--- config.mk ---
export PLATFORM = sky130hd
export DESIGN_NAME = frame_sif_q
export DESIGN_NICKNAME = d
export VERILOG_FILES = /design/src/rtl/frame_sif_pkg.sv /design/src/rtl/frame_sif_fifo.sv /design/src/rtl/frame_sif_q.sv
export SDC_FILE = /design/constraint.sdc
export NUM_CORES = 1
export LEC_CHECK = 0
export ABC_AREA = 0
export BUFFER_PORTS_ARGS = -buffer_cell sky130_fd_sc_hd__buf_2
export CAP_MARGIN = 25
export CORE_ASPECT_RATIO = 2
export CORE_UTILIZATION = 25
export DETAILED_ROUTE_END_ITERATION = 12
export GPL_ROUTABILITY_DRIVEN = 1
export HOLD_SLACK_MARGIN = 0.1
export SKIP_LAST_GASP = 1
export SYNTH_ARGS = -nofsm -noshare
export SYNTH_HDL_FRONTEND = slang
export SYNTH_SLANG_ARGS = --single-unit
export TNS_END_PERCENT = 1
--- constraint.sdc ---
create_clock -name clk -period 3.12 [get_ports clk]
set_clock_uncertainty 0.2 [all_clocks]
set_input_delay 0.156 -clock clk [delete_from_list [all_inputs] [get_ports clk]]
set_output_delay 0.156 -clock clk [all_outputs]
set_load 0.005 [all_outputs]
--- src/rtl/frame_sif_pkg.sv ---
// rtl/frame_sif_pkg.sv - frame field offsets, dispatcher state encoding and helpers
package frame_sif_pkg;

  localparam int OP_LSB = 0;
  localparam int WD_LSB = 8;

  function automatic int wrs_bit(input int w_width);
    return 8 + w_width;
  endfunction

  function automatic int addr_lsb(input int w_width);
    return 9 + w_width;
  endfunction

  typedef enum logic [1:0] {
    IDLE     = 2'd0,
    ISSUE    = 2'd1,
    WAIT_ACK = 2'd2
  } state_e;

  // Callers zero-extend their vector; supports up to 32 instances.
  function automatic logic is_onehot(input logic [31:0] v);
    return (v != 32'd0) && ((v & (v - 32'd1)) == 32'd0);
  endfunction

endpackage

--- src/rtl/frame_sif_fifo.sv ---
// rtl/frame_sif_fifo.sv - synchronous FIFO with extra-bit pointers and occupancy output
module frame_sif_fifo #(
  parameter int WIDTH = 37,
  parameter int DEPTH = 4
) (
  input  logic                     clk,
  input  logic                     rst_n,
  input  logic                     push,
  input  logic                     pop,
  input  logic [WIDTH-1:0]         wdata,
  output logic [WIDTH-1:0]         rdata,
  output logic                     full,
  output logic                     empty,
  output logic [$clog2(DEPTH):0]   level
);

  localparam int AW = $clog2(DEPTH);
  localparam logic [AW:0] PTR_ONE  = (AW+1)'(1);
  localparam logic [AW:0] FULL_LVL = (AW+1)'(DEPTH);

  logic [WIDTH-1:0] mem_q [DEPTH];
  logic [AW:0]      wr_ptr_q, wr_ptr_d;
  logic [AW:0]      rd_ptr_q, rd_ptr_d;
  logic             do_push, do_pop;

  assign level = wr_ptr_q - rd_ptr_q;
  assign full  = (level == FULL_LVL);
  assign empty = (wr_ptr_q == rd_ptr_q);
  assign rdata = mem_q[rd_ptr_q[AW-1:0]];

  always_comb begin
    do_push  = push & ~full;
    do_pop   = pop & ~empty;
    wr_ptr_d = do_push ? wr_ptr_q + PTR_ONE : wr_ptr_q;
    rd_ptr_d = do_pop  ? rd_ptr_q + PTR_ONE : rd_ptr_q;
  end

  always_ff @(posedge clk or negedge rst_n) begin
    if (!rst_n) begin
      wr_ptr_q <= '0;
      rd_ptr_q <= '0;
    end else begin
      wr_ptr_q <= wr_ptr_d;
      rd_ptr_q <= rd_ptr_d;
    end
  end

  // Storage needs no reset: an entry is only read after it has been written.
  always_ff @(posedge clk) begin
    if (do_push) begin
      mem_q[wr_ptr_q[AW-1:0]] <= wdata;
    end
  end

endmodule

--- src/rtl/frame_sif_q.sv ---
// rtl/frame_sif_q.sv - buffered frame dispatcher issuing one acknowledged transaction at a time
module frame_sif_q
  import frame_sif_pkg::*;
#(
  parameter int NUM_SW_INST = 5,
  parameter int W_WIDTH     = 8,
  parameter int ADDR_W      = 5,
  parameter int FRAME_WIDTH = 32,
  parameter int DEPTH       = 4,
  parameter int TIMEOUT     = 16
) (
  input  logic                      clk,
  input  logic                      rst_n,
  input  logic                      frame_vld_in,
  input  logic [FRAME_WIDTH-1:0]    frame_in,
  input  logic [NUM_SW_INST-1:0]    load_in,
  output logic                      frame_rdy,
  input  logic [NUM_SW_INST-1:0]    ack_in,
  output logic [NUM_SW_INST-1:0]    sel_en,
  output logic [7:0]                addr,
  output logic [W_WIDTH-1:0]        wr_data,
  output logic                      wr_rd_s,
  output logic [7:0]                op_id,
  output logic                      busy,
  output logic                      err_load,
  output logic                      err_timeout,
  output logic [$clog2(DEPTH):0]    fifo_level
);

  localparam int WRS  = wrs_bit(W_WIDTH);
  localparam int ALSB = addr_lsb(W_WIDTH);
  localparam int EW   = NUM_SW_INST + FRAME_WIDTH;
  localparam int CW   = (TIMEOUT > 0) ? $clog2(TIMEOUT + 1) : 1;
  localparam logic [CW-1:0] CNT_LAST = (TIMEOUT > 0) ? CW'(TIMEOUT - 1) : '0;
  localparam logic [CW-1:0] CNT_ONE  = CW'(1);

  state_e                  state_q, state_d;
  logic [NUM_SW_INST-1:0]  load_q, load_d;
  logic [ADDR_W-1:0]       addr_q, addr_d;
  logic [W_WIDTH-1:0]      wr_data_q, wr_data_d;
  logic                    wr_rd_s_q, wr_rd_s_d;
  logic [7:0]              op_id_q, op_id_d;
  logic [CW-1:0]           cnt_q, cnt_d;
  logic                    err_load_q, err_load_d;

  logic                    accept, load_ok, push, pop;
  logic                    fifo_full, fifo_empty;
  logic [EW-1:0]           fifo_wdata, fifo_rdata;
  logic [NUM_SW_INST-1:0]  head_load;
  logic [FRAME_WIDTH-1:0]  head_frame;
  logic                    hit;

  assign frame_rdy  = ~fifo_full;
  assign accept     = frame_vld_in & frame_rdy;
  assign load_ok    = is_onehot(32'(load_in));
  assign push       = accept & load_ok;
  assign err_load_d = accept & ~load_ok;
  assign fifo_wdata = {load_in, frame_in};
  assign head_load  = fifo_rdata[EW-1 -: NUM_SW_INST];
  assign head_frame = fifo_rdata[FRAME_WIDTH-1:0];
  assign hit        = |(ack_in & load_q);

  frame_sif_fifo #(
    .WIDTH (EW),
    .DEPTH (DEPTH)
  ) u_fifo (
    .clk   (clk),
    .rst_n (rst_n),
    .push  (push),
    .pop   (pop),
    .wdata (fifo_wdata),
    .rdata (fifo_rdata),
    .full  (fifo_full),
    .empty (fifo_empty),
    .level (fifo_level)
  );

  always_comb begin
    state_d     = state_q;
    load_d      = load_q;
    addr_d      = addr_q;
    wr_data_d   = wr_data_q;
    wr_rd_s_d   = wr_rd_s_q;
    op_id_d     = op_id_q;
    cnt_d       = cnt_q;
    pop         = 1'b0;
    sel_en      = '0;
    err_timeout = 1'b0;
    case (state_q)
      IDLE: begin
        if (!fifo_empty) begin
          pop       = 1'b1;
          load_d    = head_load;
          op_id_d   = head_frame[OP_LSB +: 8];
          wr_data_d = head_frame[WD_LSB +: W_WIDTH];
          wr_rd_s_d = head_frame[WRS];
          addr_d    = head_frame[ALSB +: ADDR_W];
          state_d   = ISSUE;
        end
      end
      ISSUE: begin
        sel_en  = load_q;
        cnt_d   = '0;
        state_d = hit ? IDLE : WAIT_ACK;
      end
      WAIT_ACK: begin
        if (hit) begin
          state_d = IDLE;
        end else if ((TIMEOUT != 0) && (cnt_q == CNT_LAST)) begin
          err_timeout = 1'b1;
          state_d     = IDLE;
        end else if (cnt_q != '1) begin
          cnt_d = cnt_q + CNT_ONE;
        end
      end
      default: state_d = IDLE;
    endcase
  end

  always_ff @(posedge clk or negedge rst_n) begin
    if (!rst_n) begin
      state_q    <= IDLE;
      load_q     <= '0;
      addr_q     <= '0;
      wr_data_q  <= '0;
      wr_rd_s_q  <= 1'b0;
      op_id_q    <= '0;
      cnt_q      <= '0;
      err_load_q <= 1'b0;
    end else begin
      state_q    <= state_d;
      load_q     <= load_d;
      addr_q     <= addr_d;
      wr_data_q  <= wr_data_d;
      wr_rd_s_q  <= wr_rd_s_d;
      op_id_q    <= op_id_d;
      cnt_q      <= cnt_d;
      err_load_q <= err_load_d;
    end
  end

  always_comb begin
    addr = '0;
    addr[ADDR_W-1:0] = addr_q;
  end

  assign wr_data  = wr_data_q;
  assign wr_rd_s  = wr_rd_s_q;
  assign op_id    = op_id_q;
  assign err_load = err_load_q;
  assign busy     = (state_q != IDLE) | ~fifo_empty;

endmodule
==> results of run 1 <==
-- worst min-delay path by stage --
stage                      start             endpoint  slack, ps  cells after the start
floorplan                  rst_n            addr_q[0]       -340                      0
global placement           rst_n             op_id[3]        170                      1
detailed placement   frame_in[5]   u_fifo.mem_q[1][5]        170                      1
CTS                 frame_in[11]  u_fifo.mem_q[3][11]        280                      2
global route        frame_in[11]  u_fifo.mem_q[3][11]        300                      2
finish              frame_in[11]  u_fifo.mem_q[2][11]        290                      2
-- metal layers --
layer	vias to the layer above	wire length [um]
li1	1410	-
met1	1574	4120
met2	61	6930
met3	17	396
met4	0	318
met5	-	0
-- power by group through the flow --
stage / Combinational (mW) / Clock, mW / Sequential [mW]
after floorplan: 1.44 / 0 / 2.65
after global placement: 2.15 / 0 / 2.65
after detailed placement: 2.19 / 0 / 2.67
after CTS: 2.25 / 2.03 / 2.64
after global routing: 2.40 / 2.11 / 2.67
final: 2.18 / 2.00 / 2.63
-- through the flow --
stage,hold WS [ps],cell area (sq um)
global route,297,7570
detailed placement,175,6610
CTS,281,7540
finish,292,7570
floorplan,-340,5870
global placement,169,6610
-- cell type report --
cell class              count  area, sq um
fillers                  2258        15600
inverters                   9         33.8
well taps                 283          354
multi-input cells         133         1510
clock inverters             9         98.8
repair buffers            112          821
clock buffers              23          488
flip-flops and latches    149         4270
-- critical path, cell delays in order (launching register included) --
cell and delay [ps]:
sky130_fd_sc_hd__dfrtp_1 390, sky130_fd_sc_hd__inv_1 120, sky130_fd_sc_hd__ha_1 210, sky130_fd_sc_hd__fa_1 380, sky130_fd_sc_hd__xor3_2 260, sky130_fd_sc_hd__a31o_4 280, sky130_fd_sc_hd__a21oi_2 210, sky130_fd_sc_hd__and2_2 360
sky130_fd_sc_hd__buf_12 220
-- cells in the final DEF, fill, tap and decap left out, types with 3 or more instances in the layout --
cell                            count
sky130_fd_sc_hd__edfxtp_1         108
sky130_fd_sc_hd__buf_2             68
sky130_fd_sc_hd__dfrtp_1           40
sky130_fd_sc_hd__dlygate4sd3_1     35
sky130_fd_sc_hd__mux4_2            27
sky130_fd_sc_hd__mux2_2            27
sky130_fd_sc_hd__clkbuf_16         17
sky130_fd_sc_hd__ha_1              10
sky130_fd_sc_hd__inv_1              9
sky130_fd_sc_hd__nand2_1            8
sky130_fd_sc_hd__nor2_1             6
sky130_fd_sc_hd__o21ai_0            6
sky130_fd_sc_hd__and2_1             5
sky130_fd_sc_hd__nand3_1            5
sky130_fd_sc_hd__buf_12             5
sky130_fd_sc_hd__nor2b_1            4
sky130_fd_sc_hd__xor2_1             4
sky130_fd_sc_hd__clkbuf_8           4
sky130_fd_sc_hd__buf_4              4
sky130_fd_sc_hd__and2_2             3
sky130_fd_sc_hd__a21oi_1            3
sky130_fd_sc_hd__conb_1             3
sky130_fd_sc_hd__clkinv_2           3
-- sequential cells by signal (all words and copies together) (netlist names) --
| name | count |
|---|---|
| u_fifo.rd_ptr_q | 3 |
| load_q | 5 |
| err_load | 1 |
| state_q | 2 |
| u_fifo.mem_q | 108 |
| u_fifo.wr_ptr_q | 3 |
| cnt_q | 5 |
| wr_data | 8 |
| wr_rd_s | 1 |
| op_id | 8 |
| addr_q | 5 |
-- cells by family (layout without fill, tap and decap cells) --
| logic type | count (synthesis) | count (layout) |
|---|---|---|
| fa+ha+maj | 11 | 11 |
| other cells | 1 | 3 |
| buf+inv | 21 | 153 |
| simple gates | 40 | 40 |
| mux | 55 | 55 |
| flops | 149 | 149 |
| xor+xnor | 7 | 7 |
| compound gates | 17 | 17 |
==> impl_metrics.xml, run 1 <==
<?xml version="1.0" encoding="UTF-8"?>
<metrics>
  <group name="timing">
    <metric name="max_slew_margin" unit="%">60.5</metric>
    <metric name="min_period" unit="ps">2950</metric>
    <metric name="setup_repair_after_global_routing_missed_its_margin" unit="">no</metric>
    <metric name="clock.fmax" unit="MHz">339</metric>
    <metric name="timing_hold_violations_final" unit="">0</metric>
    <metric name="final.setup.tns" unit="ps">0</metric>
    <metric name="final_min_period_over_clock_period" unit="%">94.5</metric>
    <metric name="drv_slew" unit="">0</metric>
    <metric name="layout_setup_ws" unit="ps">173</metric>
    <metric name="setup_violations" unit="">0</metric>
    <metric name="tightestPinTransition" unit="ps">593</metric>
  </group>
  <group name="die">
    <metric name="initial_core_util" unit="%">25.4</metric>
    <metric name="fp.coreArea" unit="sq um">23100</metric>
    <metric name="pin_count" unit="">82</metric>
    <metric name="die_width" unit="um">110</metric>
    <metric name="die_span_in_y" unit="um">219</metric>
    <metric name="rows" unit="">79</metric>
    <metric name="die_area" unit="sq um">24100</metric>
  </group>
  <group name="power">
    <metric name="worst_ir_drop_vdd" unit="mV">0.321</metric>
    <metric name="power_density" unit="nW/um^2">900</metric>
    <metric name="cell_internal_pwr" unit="mW">4.88</metric>
    <metric name="switching_share" unit="%">28.4</metric>
    <metric name="switchingPower" unit="mW">1.93</metric>
    <metric name="comb_power_share" unit="%">32.1</metric>
    <metric name="leakage" unit="nW">2.79</metric>
    <metric name="seq_power_share" unit="%">38.6</metric>
    <metric name="total_power" unit="mW">6.81</metric>
    <metric name="clock_power_share" unit="%">29.3</metric>
  </group>
  <group name="worst_setup_path">
    <metric name="crit_path_max_fanout" unit="">20</metric>
    <metric name="crit_required" unit="ps">3040</metric>
    <metric name="reg2reg_slack" unit="ps">170</metric>
    <metric name="end_of_the_worst_register_to_register_path" unit="">u_fifo.mem_q[2][21]</metric>
    <metric name="launch_point_of_the_worst_path" unit="">u_fifo.wr_ptr_q[0]</metric>
    <metric name="register_to_register_path_depth" unit="">8</metric>
    <metric name="last_element_of_the_critical_path" unit="">u_fifo.mem_q[2][21]</metric>
    <metric name="cp-start-kind" unit="">flop</metric>
    <metric name="endpoint_kind" unit="">flop</metric>
    <metric name="worst-setup-path-type" unit="">flop to flop</metric>
    <metric name="worstPathArrival" unit="ps">2870</metric>
    <metric name="reg2reg_from" unit="">u_fifo.wr_ptr_q[0]</metric>
  </group>
  <group name="synthesis">
    <metric name="yosys.cell_types.count" unit="">36</metric>
    <metric name="post_synth_xor_area_fraction" unit="%">1.32</metric>
    <metric name="number_of_synthesized_flops_with_an_enable_pin" unit="">108</metric>
    <metric name="synth_top_cell_area_share" unit="%">55.3</metric>
    <metric name="synthSimpleGateAreaFrac" unit="%">3.65</metric>
    <metric name="netlist_instances" unit="">301</metric>
    <metric name="synth-compound-area-share" unit="%">2.20</metric>
    <metric name="synth_area" unit="sq um">5870</metric>
    <metric name="async_reset_ff_share" unit="%">27.5</metric>
    <metric name="leading_cell_types_by_count_after_synthesis" unit="">sky130_fd_sc_hd__edfxtp_1 (108), sky130_fd_sc_hd__dfrtp_1 (41), sky130_fd_sc_hd__mux2_2 (27), sky130_fd_sc_hd__mux4_2 (27), sky130_fd_sc_hd__ha_1 (10)</metric>
    <metric name="synth-main-ff-cell" unit="">sky130_fd_sc_hd__edfxtp_1</metric>
    <metric name="synthesis.yosys.warnings" unit="">0</metric>
    <metric name="synth.top_cells.by_area" unit="">sky130_fd_sc_hd__edfxtp_1 (55%), sky130_fd_sc_hd__dfrtp_1 (17%), sky130_fd_sc_hd__mux4_2 (10%), sky130_fd_sc_hd__mux2_2 (5.2%), sky130_fd_sc_hd__ha_1 (2.1%)</metric>
    <metric name="postSynthAreaPerCell" unit="sq um">19.5</metric>
    <metric name="synth_seq_cells" unit="">149</metric>
    <metric name="synthAdderAreaFrac" unit="%">2.47</metric>
    <metric name="largest_family_of_logic_cells_by_synthesized_area" unit="">multiplexers</metric>
    <metric name="synthMostInstantiatedCell" unit="">sky130_fd_sc_hd__edfxtp_1</metric>
    <metric name="post_synth_mux_area_share" unit="%">15.7</metric>
    <metric name="post-synth-top-area-cell" unit="">sky130_fd_sc_hd__edfxtp_1</metric>
    <metric name="ys_seq_area_share" unit="%">72.8</metric>
  </group>
  <group name="grt">
    <metric name="grt_first_pass_wirelength" unit="mm">18.2</metric>
    <metric name="grtUsageMet2" unit="%">20.4</metric>
    <metric name="grt.overflow.total" unit="">0</metric>
    <metric name="grt_pass1_vias" unit="">3365</metric>
    <metric name="routing_layer_with_the_top_usage_in_global_route" unit="">met2</metric>
    <metric name="use_met3" unit="%">2.54</metric>
    <metric name="maximum_number_of_pins_on_one_net_before_global_route_repair" unit="">42</metric>
    <metric name="global_route.usage.total" unit="%">10.8</metric>
    <metric name="initial_antenna_violation_count" unit="">0</metric>
    <metric name="grtUsageMet1" unit="%">9.91</metric>
  </group>
  <group name="place">
    <metric name="place_worst_setup_slack" unit="ps">169</metric>
    <metric name="io_buf_count" unit="">68</metric>
    <metric name="placed_cells_incl_taps" unit="">650</metric>
    <metric name="gp_routability_congestion" unit="">0.728</metric>
    <metric name="place_hpwl" unit="mm">7.93</metric>
  </group>
  <group name="finish">
    <metric name="flow.area_growth_from_synthesis" unit="%">29.1</metric>
    <metric name="layout.cells.non_filler" unit="">718</metric>
    <metric name="end_of_flow_core_utilization" unit="%">32.7</metric>
    <metric name="insertedDiodeCount" unit="">0</metric>
    <metric name="nets" unit="">478</metric>
    <metric name="drive_gt1_share" unit="%">38.9</metric>
  </group>
  <group name="drt">
    <metric name="wl_per_cell" unit="um">16.4</metric>
    <metric name="route.final.wire_length" unit="mm">11.8</metric>
    <metric name="detail_route.first_pass.iterations" unit="">4</metric>
    <metric name="drt_iter0_drc" unit="">95</metric>
    <metric name="detail-route-antenna-nets" unit="">0</metric>
    <metric name="drcViolationCount" unit="">0</metric>
    <metric name="vias_per_cell" unit="">4.26</metric>
    <metric name="route.vias.total" unit="">3062</metric>
  </group>
  <group name="clocking">
    <metric name="clk_pin_slew_worst_paths" unit="ps">60</metric>
    <metric name="cts_resized" unit="">0</metric>
    <metric name="clk-insertion-delay-late" unit="ps">420</metric>
    <metric name="cts_sinks" unit="">149</metric>
    <metric name="hold_buffer_count_at_cts" unit="">34</metric>
    <metric name="setup_repair_bufs_after_cts" unit="">0</metric>
    <metric name="clock_tree.buffer_depth" unit="">2</metric>
    <metric name="ctsRootBufferMaster" unit="">sky130_fd_sc_hd__clkbuf_16</metric>
    <metric name="number_of_cts_inserted_buffers" unit="">17</metric>
    <metric name="cts_tree" unit="">yes</metric>
    <metric name="cts_htree_levels" unit="">4</metric>
  </group>
  <group name="min_path">
    <metric name="min-delay-path-class" unit="">input pin to flop</metric>
  </group>
  <group name="run_status">
    <metric name="run_status" unit="">complete, no violations</metric>
  </group>
  <group name="run">
    <metric name="drv_cap" unit="">0</metric>
  </group>
</metrics>
No activity file was read; power rests on OpenSTA's default activity.
==> inputs of run 2 (changes only) <==
Settings changed: ABC_AREA 0 to 1, MAX_ROUTING_LAYER set to met4.
==> impl_metrics.xml, run 2 <==
<?xml version="1.0" encoding="UTF-8"?>
<metrics>
  <group name="run_status">
    <metric name="run_status" unit="">complete, but fails checks</metric>
    <metric name="failed_checks" unit="">design-rule violations</metric>
  </group>
  <group name="synthesis">
    <metric name="synth_area" unit="sq um">6070</metric>
    <metric name="yosys.cell_types.count" unit="">30</metric>
    <metric name="async_reset_ff_share" unit="%">27.5</metric>
    <metric name="synth_seq_cells" unit="">149</metric>
    <metric name="synth-main-ff-cell" unit="">sky130_fd_sc_hd__edfxtp_1</metric>
    <metric name="post-synth-top-area-cell" unit="">sky130_fd_sc_hd__edfxtp_1</metric>
    <metric name="synth.top_cells.by_area" unit="">sky130_fd_sc_hd__edfxtp_1 (53%), sky130_fd_sc_hd__dfrtp_1 (17%), sky130_fd_sc_hd__nand2_1 (6.9%), sky130_fd_sc_hd__o21ai_0 (4.7%), sky130_fd_sc_hd__nor2_1 (4.4%)</metric>
    <metric name="postSynthAreaPerCell" unit="sq um">11.8</metric>
    <metric name="number_of_synthesized_flops_with_an_enable_pin" unit="">108</metric>
    <metric name="ys_seq_area_share" unit="%">70.3</metric>
    <metric name="synth_top_cell_area_share" unit="%">53.4</metric>
    <metric name="synthMostInstantiatedCell" unit="">sky130_fd_sc_hd__nand2_1</metric>
    <metric name="synthesis.yosys.warnings" unit="">0</metric>
    <metric name="netlist_instances" unit="">515</metric>
    <metric name="leading_cell_types_by_count_after_synthesis" unit="">sky130_fd_sc_hd__nand2_1 (111), sky130_fd_sc_hd__edfxtp_1 (108), sky130_fd_sc_hd__nor2_1 (71)</metric>
  </group>
  <group name="timing">
    <metric name="tightestPinTransition" unit="ps">850</metric>
    <metric name="clock.fmax" unit="MHz">338</metric>
    <metric name="final_min_period_over_clock_period" unit="%">94.8</metric>
    <metric name="min_period" unit="ps">2960</metric>
    <metric name="setup_repair_after_global_routing_missed_its_margin" unit="">no</metric>
    <metric name="setup_violations" unit="">0</metric>
    <metric name="timing_hold_violations_final" unit="">0</metric>
    <metric name="max_slew_margin" unit="%">43.4</metric>
    <metric name="drv_slew" unit="">0</metric>
    <metric name="final.setup.tns" unit="ps">0</metric>
  </group>
  <group name="place">
    <metric name="post_place_cell_area" unit="sq um">6750</metric>
    <metric name="gp_routability_congestion" unit="">0.758</metric>
    <metric name="place_hpwl" unit="mm">8.57</metric>
    <metric name="io_buf_count" unit="">68</metric>
  </group>
  <group name="grt">
    <metric name="global_route.usage.total" unit="%">12.0</metric>
    <metric name="grt.overflow.total" unit="">0</metric>
    <metric name="maximum_number_of_pins_on_one_net_before_global_route_repair" unit="">57</metric>
    <metric name="grt_first_pass_wirelength" unit="mm">21.3</metric>
    <metric name="grt_pass1_vias" unit="">4122</metric>
    <metric name="initial_antenna_violation_count" unit="">0</metric>
  </group>
  <group name="finish">
    <metric name="final_design_area_no_fill" unit="sq um">7670</metric>
    <metric name="flow.area_growth_from_synthesis" unit="%">26.3</metric>
    <metric name="mostFrequentLayoutCells" unit="">sky130_fd_sc_hd__nand2_1 (111), sky130_fd_sc_hd__edfxtp_1 (108), sky130_fd_sc_hd__buf_2 (68), sky130_fd_sc_hd__nor2_1 (67), sky130_fd_sc_hd__o21ai_0 (57)</metric>
    <metric name="number_of_flip_flops_under_the_largest_register_name" unit="">108</metric>
    <metric name="fillers" unit="">2416</metric>
    <metric name="insertedDiodeCount" unit="">0</metric>
    <metric name="nets" unit="">677</metric>
    <metric name="drive_gt1_share" unit="%">20.3</metric>
    <metric name="mostFrequentLayoutCell" unit="">sky130_fd_sc_hd__nand2_1</metric>
  </group>
  <group name="clocking">
    <metric name="cts_htree_levels" unit="">4</metric>
    <metric name="clk-insertion-delay-late" unit="ps">430</metric>
    <metric name="cts_sinks" unit="">149</metric>
    <metric name="clk_pin_slew_worst_paths" unit="ps">60</metric>
    <metric name="clock_tree.buffer_depth" unit="">2</metric>
    <metric name="number_of_cts_inserted_buffers" unit="">17</metric>
    <metric name="cts_tree" unit="">yes</metric>
    <metric name="ctsRootBufferMaster" unit="">sky130_fd_sc_hd__clkbuf_16</metric>
  </group>
  <group name="drt">
    <metric name="route.vias.total" unit="">3979</metric>
    <metric name="vias_per_cell" unit="">4.32</metric>
    <metric name="wl_per_cell" unit="um">14.7</metric>
    <metric name="detail-route-antenna-nets" unit="">0</metric>
    <metric name="detail_route.first_pass.iterations" unit="">8</metric>
    <metric name="route.final.wire_length" unit="mm">13.5</metric>
    <metric name="drcViolationCount" unit="">7</metric>
    <metric name="drt_iter0_drc" unit="">217</metric>
  </group>
  <group name="die">
    <metric name="die_span_in_y" unit="um">222</metric>
    <metric name="die_area" unit="sq um">24900</metric>
    <metric name="pin_count" unit="">82</metric>
    <metric name="fp.coreArea" unit="sq um">23800</metric>
    <metric name="initial_core_util" unit="%">25.5</metric>
    <metric name="die_width" unit="um">112</metric>
    <metric name="rows" unit="">80</metric>
  </group>
  <group name="min_path">
    <metric name="min-delay-path-class" unit="">input pin to flop</metric>
    <metric name="hold_path.startpoint" unit="">ack_in[3]</metric>
    <metric name="hold_path_end" unit="">cnt_q[4]</metric>
    <metric name="worstHoldPathCells" unit="">6</metric>
  </group>
  <group name="worst_setup_path">
    <metric name="critical_path.max_stage_delay" unit="ps">580</metric>
    <metric name="worst-setup-path-type" unit="">flop to primary output</metric>
    <metric name="crit_path_cell_trace" unit="">nand2_1 -&gt; nand2_1 -&gt; dlygate4sd3_1 -&gt; nor2_1 -&gt; dlygate4sd3_1 -&gt; inv_1 -&gt; nor3_1 -&gt; buf_2</metric>
    <metric name="crit_path_top_delay_cell" unit="">sky130_fd_sc_hd__dlygate4sd3_1</metric>
    <metric name="worstPathBufferInverterCount" unit="">4</metric>
    <metric name="reg2reg_from" unit="">u_fifo.wr_ptr_q[0]</metric>
    <metric name="end_of_the_worst_register_to_register_path" unit="">u_fifo.mem_q[2][0]</metric>
    <metric name="reg2reg_slack" unit="ps">550</metric>
    <metric name="register_to_register_path_depth" unit="">9</metric>
    <metric name="endpoint_kind" unit="">primary output</metric>
    <metric name="cp-start-kind" unit="">flop</metric>
    <metric name="crit_required" unit="ps">2760</metric>
    <metric name="worstPathArrival" unit="ps">2600</metric>
    <metric name="crit_path_max_fanout" unit="">2</metric>
    <metric name="path_delay_family" unit="">buffers and inverters</metric>
  </group>
  <group name="power">
    <metric name="worst_ir_drop_vdd" unit="mV">0.397</metric>
    <metric name="power_density" unit="nW/um^2">912</metric>
    <metric name="leakage" unit="nW">3.05</metric>
  </group>
  <group name="run">
    <metric name="drv_cap" unit="">0</metric>
  </group>
</metrics>
==> run 2: logic make-up (layout without fill, tap and decap cells) <==
logic type	after synthesis	after routing	share of synthesized area, %
flip-flops	149	149	70.3
AND/OR/NAND/NOR	204	204	13.8
AO/OA/AOI/OAI	93	93	8.62
other	1	3	0.0618
adder cells (fa/ha/maj)	11	11	2.39
buffers and inverters	55	172	4.51
XOR/XNOR	2	2	0.289
==> run 2: worst reg2reg max path: stages (launching register included) <==
cell	delay (ps)
sky130_fd_sc_hd__dfrtp_1	400
sky130_fd_sc_hd__inv_1	100
sky130_fd_sc_hd__ha_1	200
sky130_fd_sc_hd__fa_1	460
sky130_fd_sc_hd__nand2_1	70
sky130_fd_sc_hd__inv_1	40
sky130_fd_sc_hd__nand3_2	130
sky130_fd_sc_hd__nand3_2	210
sky130_fd_sc_hd__nor2_2	200
sky130_fd_sc_hd__buf_12	230
==> run 2: final cells by class <==
cell class / count / area, sq um / share of cell area (%)
clock buffer: 22 / 464 / 6.05
clock inverter: 10 / 124 / 1.62
inverter: 30 / 118 / 1.53
multi-input combinational: 313 / 1540 / 20.1
sequential: 149 / 4270 / 55.7
tap: 287 / 359 / 4.68
timing repair buffer: 110 / 788 / 10.3
==> run 2: per-stage QoR <==
stage / power (mW) / hold WS (ps) / setup slack, ps / std cells / utilization [%]
2_1_floorplan: 4.30 / -340 / -109 / 517 / -
3_3_place_gp: 5.00 / 130 / 605 / 856 / 28.3
3_5_place_dp: 5.04 / 127 / 553 / 856 / 28.3
4_1_cts: 7.11 / 128 / 150 / 921 / 32.2
5_1_grt: 7.50 / 195 / 30.7 / 921 / 32.2
6_report: 6.99 / 123 / 162 / 921 / 32.2
==> run 2: worst max-delay path by stage <==
stage | slack [ps] | startpoint | to | depth (start not counted)
CTS | 150 | load_q[0] | err_timeout | 8
finish | 160 | load_q[0] | err_timeout | 8
global placement | 610 | u_fifo.wr_ptr_q[0] | u_fifo.mem_q[0][13] | 9
global route | 30 | load_q[0] | err_timeout | 8
detailed placement | 550 | u_fifo.wr_ptr_q[0] | u_fifo.mem_q[0][10] | 9
floorplan | -110 | u_fifo.wr_ptr_q[0] | u_fifo.mem_q[0][0] | 8
==> run 2: where the power goes <==
group | internal [mW] | switching, mW
sequential | 2.45 | 0.159
combinational | 0.823 | 1.56
clock | 1.22 | 0.770
==> run 2: per-layer routing <==
metal	track usage (%)	vias to the layer above	routed length, um
met5	-	-	0
met4	7.96	0	488
met3	3.22	28	582
met2	21.8	88	7630
met1	10.8	1885	4820
li1	-	1978	-
==> run 2: timing repair <==
item | in CTS | in global routing
hold endpoints to repair | 149 | 0
setup buffers | 0 | 0
hold buffers | 33 | 0
gates resized for setup | 0 | 0
